**src/rtl/slt_cmp_sched.sv**
```systemverilog
// Two-requester serial SLT/SLTU comparator: one SLICE_W-bit borrow slice per cycle, LSB first.
// Optional round-robin arbitration when CMP_RR_ARB_EN is defined (fixed priority, REQ0 first, otherwise).
module slt_cmp_sched #(
  parameter int unsigned SLICE_W = 4
) (
  input  logic        I_CLK,
  input  logic        I_RST_N,
  input  logic        I_REQ0_VALID,
  output logic        O_REQ0_READY,
  input  logic [31:0] I_REQ0_OP_A,
  input  logic [31:0] I_REQ0_OP_B,
  input  logic        I_REQ0_U,
  input  logic        I_REQ1_VALID,
  output logic        O_REQ1_READY,
  input  logic [31:0] I_REQ1_OP_A,
  input  logic [31:0] I_REQ1_OP_B,
  input  logic        I_REQ1_U,
  output logic        O_RSP_VALID,
  input  logic        I_RSP_READY,
  output logic        O_RSP_RESULT,
  output logic        O_RSP_ID
);

  localparam int unsigned DATA_W = 32;
  localparam int unsigned BEATS  = DATA_W / SLICE_W;
  localparam int unsigned CNT_W  = (BEATS > 1) ? $clog2(BEATS) : 1;

  typedef enum logic [1:0] {
    ST_IDLE = 2'd0,
    ST_RUN  = 2'd1,
    ST_DONE = 2'd2
  } state_e;

  state_e             state_q, state_d;
  logic [DATA_W-1:0]  a_q, a_d;
  logic [DATA_W-1:0]  b_q, b_d;
  logic               u_q, u_d;
  logic               id_q, id_d;
  logic               a_sign_q, a_sign_d;
  logic               sign_diff_q, sign_diff_d;
  logic               borrow_q, borrow_d;
  logic [CNT_W-1:0]   cnt_q, cnt_d;
  logic               rsp_valid_q, rsp_valid_d;
  logic               rsp_result_q, rsp_result_d;
  logic               rsp_id_q, rsp_id_d;

  logic               grant_c;
  logic               ready0_c;
  logic               ready1_c;
  logic               accept_c;
  logic [SLICE_W:0]   a_slice_c;
  logic [SLICE_W:0]   b_slice_c;
  logic               borrow_nx_c;
  logic               last_beat_c;

`ifdef CMP_RR_ARB_EN
  // Round-robin: on contention the requester not granted last time wins.
  logic last_grant_q;

  always_comb begin
    grant_c = 1'b0;
    if (I_REQ0_VALID && I_REQ1_VALID) begin
      grant_c = ~last_grant_q;
    end else if (I_REQ1_VALID) begin
      grant_c = 1'b1;
    end
  end

  always_ff @(posedge I_CLK or negedge I_RST_N) begin
    if (!I_RST_N) begin
      last_grant_q <= 1'b1;
    end else if (accept_c) begin
      last_grant_q <= grant_c;
    end
  end
`else
  // Fixed priority: REQ1 is granted only when REQ0 is idle.
  always_comb begin
    grant_c = 1'b0;
    if (!I_REQ0_VALID && I_REQ1_VALID) begin
      grant_c = 1'b1;
    end
  end
`endif

  assign ready0_c     = (state_q == ST_IDLE) && I_REQ0_VALID && !grant_c;
  assign ready1_c     = (state_q == ST_IDLE) && I_REQ1_VALID && grant_c;
  assign accept_c     = ready0_c || ready1_c;
  assign O_REQ0_READY = ready0_c;
  assign O_REQ1_READY = ready1_c;

  // Borrow-out of (A_slice - B_slice - borrow_in): set when A_slice < B_slice + borrow_in.
  assign a_slice_c   = {1'b0, a_q[SLICE_W-1:0]};
  assign b_slice_c   = {1'b0, b_q[SLICE_W-1:0]} + (SLICE_W+1)'(borrow_q);
  assign borrow_nx_c = (a_slice_c < b_slice_c);
  assign last_beat_c = (cnt_q == CNT_W'(BEATS - 1));

  always_comb begin
    state_d      = state_q;
    a_d          = a_q;
    b_d          = b_q;
    u_d          = u_q;
    id_d         = id_q;
    a_sign_d     = a_sign_q;
    sign_diff_d  = sign_diff_q;
    borrow_d     = borrow_q;
    cnt_d        = cnt_q;
    rsp_valid_d  = rsp_valid_q;
    rsp_result_d = rsp_result_q;
    rsp_id_d     = rsp_id_q;

    unique case (state_q)
      ST_IDLE: begin
        if (accept_c) begin
          a_d         = grant_c ? I_REQ1_OP_A : I_REQ0_OP_A;
          b_d         = grant_c ? I_REQ1_OP_B : I_REQ0_OP_B;
          u_d         = grant_c ? I_REQ1_U    : I_REQ0_U;
          id_d        = grant_c;
          a_sign_d    = a_d[DATA_W-1];
          sign_diff_d = a_d[DATA_W-1] ^ b_d[DATA_W-1];
          borrow_d    = 1'b0;
          cnt_d       = '0;
          state_d     = ST_RUN;
        end
      end

      ST_RUN: begin
        // Operands shift right so the current slice always sits in the LSBs.
        a_d      = a_q >> SLICE_W;
        b_d      = b_q >> SLICE_W;
        borrow_d = borrow_nx_c;
        cnt_d    = cnt_q + CNT_W'(1);
        if (last_beat_c) begin
          state_d      = ST_DONE;
          rsp_valid_d  = 1'b1;
          rsp_result_d = (!u_q && sign_diff_q) ? a_sign_q : borrow_nx_c;
          rsp_id_d     = id_q;
        end
      end

      ST_DONE: begin
        if (I_RSP_READY) begin
          rsp_valid_d = 1'b0;
          state_d     = ST_IDLE;
        end
      end

      default: begin
        state_d     = ST_IDLE;
        rsp_valid_d = 1'b0;
      end
    endcase
  end

  always_ff @(posedge I_CLK or negedge I_RST_N) begin
    if (!I_RST_N) begin
      state_q      <= ST_IDLE;
      a_q          <= '0;
      b_q          <= '0;
      u_q          <= 1'b0;
      id_q         <= 1'b0;
      a_sign_q     <= 1'b0;
      sign_diff_q  <= 1'b0;
      borrow_q     <= 1'b0;
      cnt_q        <= '0;
      rsp_valid_q  <= 1'b0;
      rsp_result_q <= 1'b0;
      rsp_id_q     <= 1'b0;
    end else begin
      state_q      <= state_d;
      a_q          <= a_d;
      b_q          <= b_d;
      u_q          <= u_d;
      id_q         <= id_d;
      a_sign_q     <= a_sign_d;
      sign_diff_q  <= sign_diff_d;
      borrow_q     <= borrow_d;
      cnt_q        <= cnt_d;
      rsp_valid_q  <= rsp_valid_d;
      rsp_result_q <= rsp_result_d;
      rsp_id_q     <= rsp_id_d;
    end
  end

  assign O_RSP_VALID  = rsp_valid_q;
  assign O_RSP_RESULT = rsp_result_q;
  assign O_RSP_ID     = rsp_id_q;

endmodule

```
**config.mk**
```make
export PLATFORM = sky130hd
export DESIGN_NAME = slt_cmp_sched
export DESIGN_NICKNAME = d
export VERILOG_FILES = /design/src/rtl/slt_cmp_sched.sv
export SDC_FILE = /design/constraint.sdc
export NUM_CORES = 1
export LEC_CHECK = 0
export CAP_MARGIN = 30
export CORE_ASPECT_RATIO = 1.25
export CORE_UTILIZATION = 30
export CTS_CLUSTER_DIAMETER = 80
export DETAILED_ROUTE_END_ITERATION = 10
export GPL_ROUTABILITY_DRIVEN = 0
export HOLD_SLACK_MARGIN = 0.02
export PLACE_DENSITY = 0.63
export SLEW_MARGIN = 20
export SYNTH_ARGS = -nofsm -noshare
export SYNTH_HDL_FRONTEND = slang
export SYNTH_SLANG_ARGS = --single-unit
```
**constraint.sdc**
```tcl
create_clock -name I_CLK -period 2.5 [get_ports I_CLK]
set_input_delay 0.375 -clock I_CLK [delete_from_list [all_inputs] [get_ports I_CLK]]
set_output_delay 0.375 -clock I_CLK [all_outputs]
set_load 0.005 [all_outputs]
```
==> metrics.yaml <==
layout:
  ff_latch_area_sq_um: 1930
  finalNonFillerCells: 731
  area_growth_syn_to_layout_pct: 41.6
  multi_input_area_sq_um: 2080
  design_area_sq_um: 6080
  post-route-util: 0.438
  antenna_cells: 0
  fillers: 1319
  nets: 693
  drive_above_1_share: 0.155
timing:
  finalWorstSetupSlack_ps: 328
  maxSlewViolCount: 0
  layout_min_cycle_time_ps: 2170
  setup_tns_ps: 0
  hold_violations: 0
  fmax_ghz: 0.461
  slew_headroom: 0.540
  worst_pin_slew_ps: 689
  period_share: 0.869
  setup_violations: 0
  holdWs_ps: 16.8
  rsz0062_at_grt: "false"
  fin_skew_ps: 7.75
die:
  fp.dieW_microns: 109
  io_pins: 140
  core-area_sq_um: 13900
  die_area_sq_um: 14800
  die_y_microns: 136
  initial_core_util: 0.310
  row_count: 48
grt:
  overflow: 0
  grtUsageMet2: 0.278
  grt_max_degree: 64
  antenna_found_initial: 0
  grt_pass1_vias: 3701
  grt_pass1_wl_microns: 18300
  grt.busiest_layer: "met2"
  grtUsageMet3: 0.0409
  use_met1: 0.197
  grtUsageTotal: 0.160
synth:
  syn_inst: 425
  yosys_register_bits: 77
  syn_nets: 567
  ys_types: 42
  synth_area_per_cell_sq_um: 10.1
  syn-cell-area_sq_um: 4300
  synth-seq-area-share: 0.449
  yosysWarnings: 0
worst_setup_path:
  r2r_start: "b_q[0]"
  max_stage_delay_ps: 560
  cp_common_cell: "clkdlybuf4s50_1"
  slowest_stage: "clkdlybuf4s50_1"
  critPathRequiredTime_ps: 2120
  cp_max_fo: 3
  r2r_end: "O_RSP_RESULT"
  reg2reg_depth: 7
  crit_path_end_kind: "primary output"
  critical_path_class: "in2out"
  worstSetupStartpointType: "input pin"
  crit_chain: "clkdlybuf4s50_1 > nand2b_2 > nor3_1 > clkdlybuf4s50_1"
  reg2reg_slack_ps: 490
  arrival_ps: 1800
routing:
  first_pass_iters: 4
  via_per_inst: 5.06
  drt-initial-drc-count: 222
  ant_nets: 0
  avgRoutedWirePerCell_microns: 15.7
  routed_wl_microns: 11500
  vias: 3697
  drcViolationCount: 0
clocking:
  ctsHtreeMaxLevel: 3
  insertion_delay_ps: 330
  cts.sinks: 77
  root_buffer: "clkbuf_16"
  clkTransAtPathRegs_ps: 50
  cts_hold_buf: 0
  cts-resized-gates: 0
  cts_made_buffers: 9
  cts_tree: "yes"
  clock_path_buffers: 2
  post_cts_buffers: 0
placed_design:
  dpl.hpwl_microns: 8480
  place_area_sq_um: 5770
  place_inst: 715
  port_buffers: 139
  pre_cts_ws_ps: 315
power_and_ir_drop:
  post-layout-total-power_mw: 6.37
  p_per_area_nw_per_um2: 1050
  p_leak_nw: 2.44
  ir_drop_uv: 438
min_path:
  min_path_type: "in2async"
status:
  outcome: "finished clean"
job:
  drv_cap: 0
==> layout by cell type (no fill, tap or decap), types with 4 or more instances in the layout <==
| master | count |
|---|---|
| clkdlybuf4s50_1 | 138 |
| nand2_1 | 90 |
| dfrtp_1 | 77 |
| nand3_1 | 29 |
| o221a_2 | 26 |
| a21oi_1 | 21 |
| nor2_1 | 20 |
| o2bb2ai_1 | 20 |
| o21a_1 | 19 |
| a221oi_2 | 16 |
| buf_4 | 15 |
| clkbuf_16 | 9 |
| o21ai_0 | 8 |
| a221o_1 | 7 |
| ha_1 | 7 |
| nand3b_1 | 4 |
| a311oi_1 | 4 |
==> synthesized netlist by cell type (all sizes together) <==
| cell type | count | share of area |
|---|---|---|
| nand2b | 3 | 0.0044 |
| o21ai | 9 | 0.013 |
| a21oi | 21 | 0.024 |
| dfrtp | 77 | 0.45 |
| clkbuf | 4 | 0.0035 |
| ha | 7 | 0.020 |
| nor3 | 3 | 0.0035 |
| o211ai | 1 | 0.0017 |
| o22ai | 1 | 0.0015 |
| and2 | 1 | 0.0015 |
| o221a | 26 | 0.068 |
| nor2b | 2 | 0.0047 |
| o21a | 20 | 0.035 |
| nor4 | 2 | 0.0029 |
| buf | 36 | 0.062 |
| mux2 | 1 | 0.0026 |
| a31oi | 1 | 0.0015 |
| o2bb2ai | 20 | 0.041 |
| nand3 | 29 | 0.034 |
| inv | 2 | 0.0017 |
| a221oi | 19 | 0.062 |
| xnor2 | 2 | 0.0041 |
| nor2 | 22 | 0.024 |
| nand2 | 91 | 0.080 |
| xor2 | 2 | 0.0041 |
| mux2i | 3 | 0.0070 |
| nand3b | 4 | 0.0070 |
| o31ai | 1 | 0.0017 |
| and3 | 2 | 0.0029 |
| a2111oi | 1 | 0.0035 |
| a221o | 7 | 0.016 |
| a311oi | 5 | 0.012 |
==> power by group <==
part / switching (mW) / internal, mW
Clock: 0.479 / 0.849
Combinational: 1.33 / 1.43
Sequential: 0.405 / 1.87
==> how the worst max path moves through the flow <==
stage,from,endpoint,slack [ps],cells after the start
after floorplan,b_q[0],O_RSP_RESULT,680,7
after CTS,state_q[1],O_REQ0_READY,300,3
after detailed placement,I_REQ0_VALID,O_REQ1_READY,310,4
after global routing,state_q[1],O_REQ0_READY,240,3
after global placement,I_REQ0_VALID,O_REQ1_READY,260,4
final,I_REQ0_VALID,O_REQ1_READY,330,4
==> logic make-up (layout without fill, tap and decap cells) <==
kind of cell	count (synthesis)	count (layout)	synth area share
compound gates	132	132	0.281
xor+xnor	4	4	0.00816
fa+ha+maj	7	7	0.0204
buf+inv	42	173	0.0676
flops	77	77	0.449
mux	4	4	0.00961
simple gates	159	159	0.164
==> state kept, by name, summed over array words and instances (netlist names), 2 cells and up <==
signal   cells
state_q      2
a_q         32
cnt_q        3
b_q         32
==> cell type report <==
class / instances / share of cell area
multi-input combinational: 306 / 0.343
clock buffer: 12 / 0.0438
timing repair buffer: 155 / 0.252
tap: 175 / 0.0360
clock inverter: 4 / 0.00740
sequential: 77 / 0.317
inverter: 2 / 0.00123
==> routing by layer <==
metal,vias to the layer above,wire (microns)
li1,1837,-
met3,6,729
met4,0,70
met2,129,5620
met1,1725,5060
met5,-,0
==> worst max-delay path: cells and delay by family <==
| family | cells | cell delay, ps |
|---|---|---|
| buf+inv | 2 | 1030 |
| simple gates | 2 | 390 |
Power figures use the tool's default switching activity.
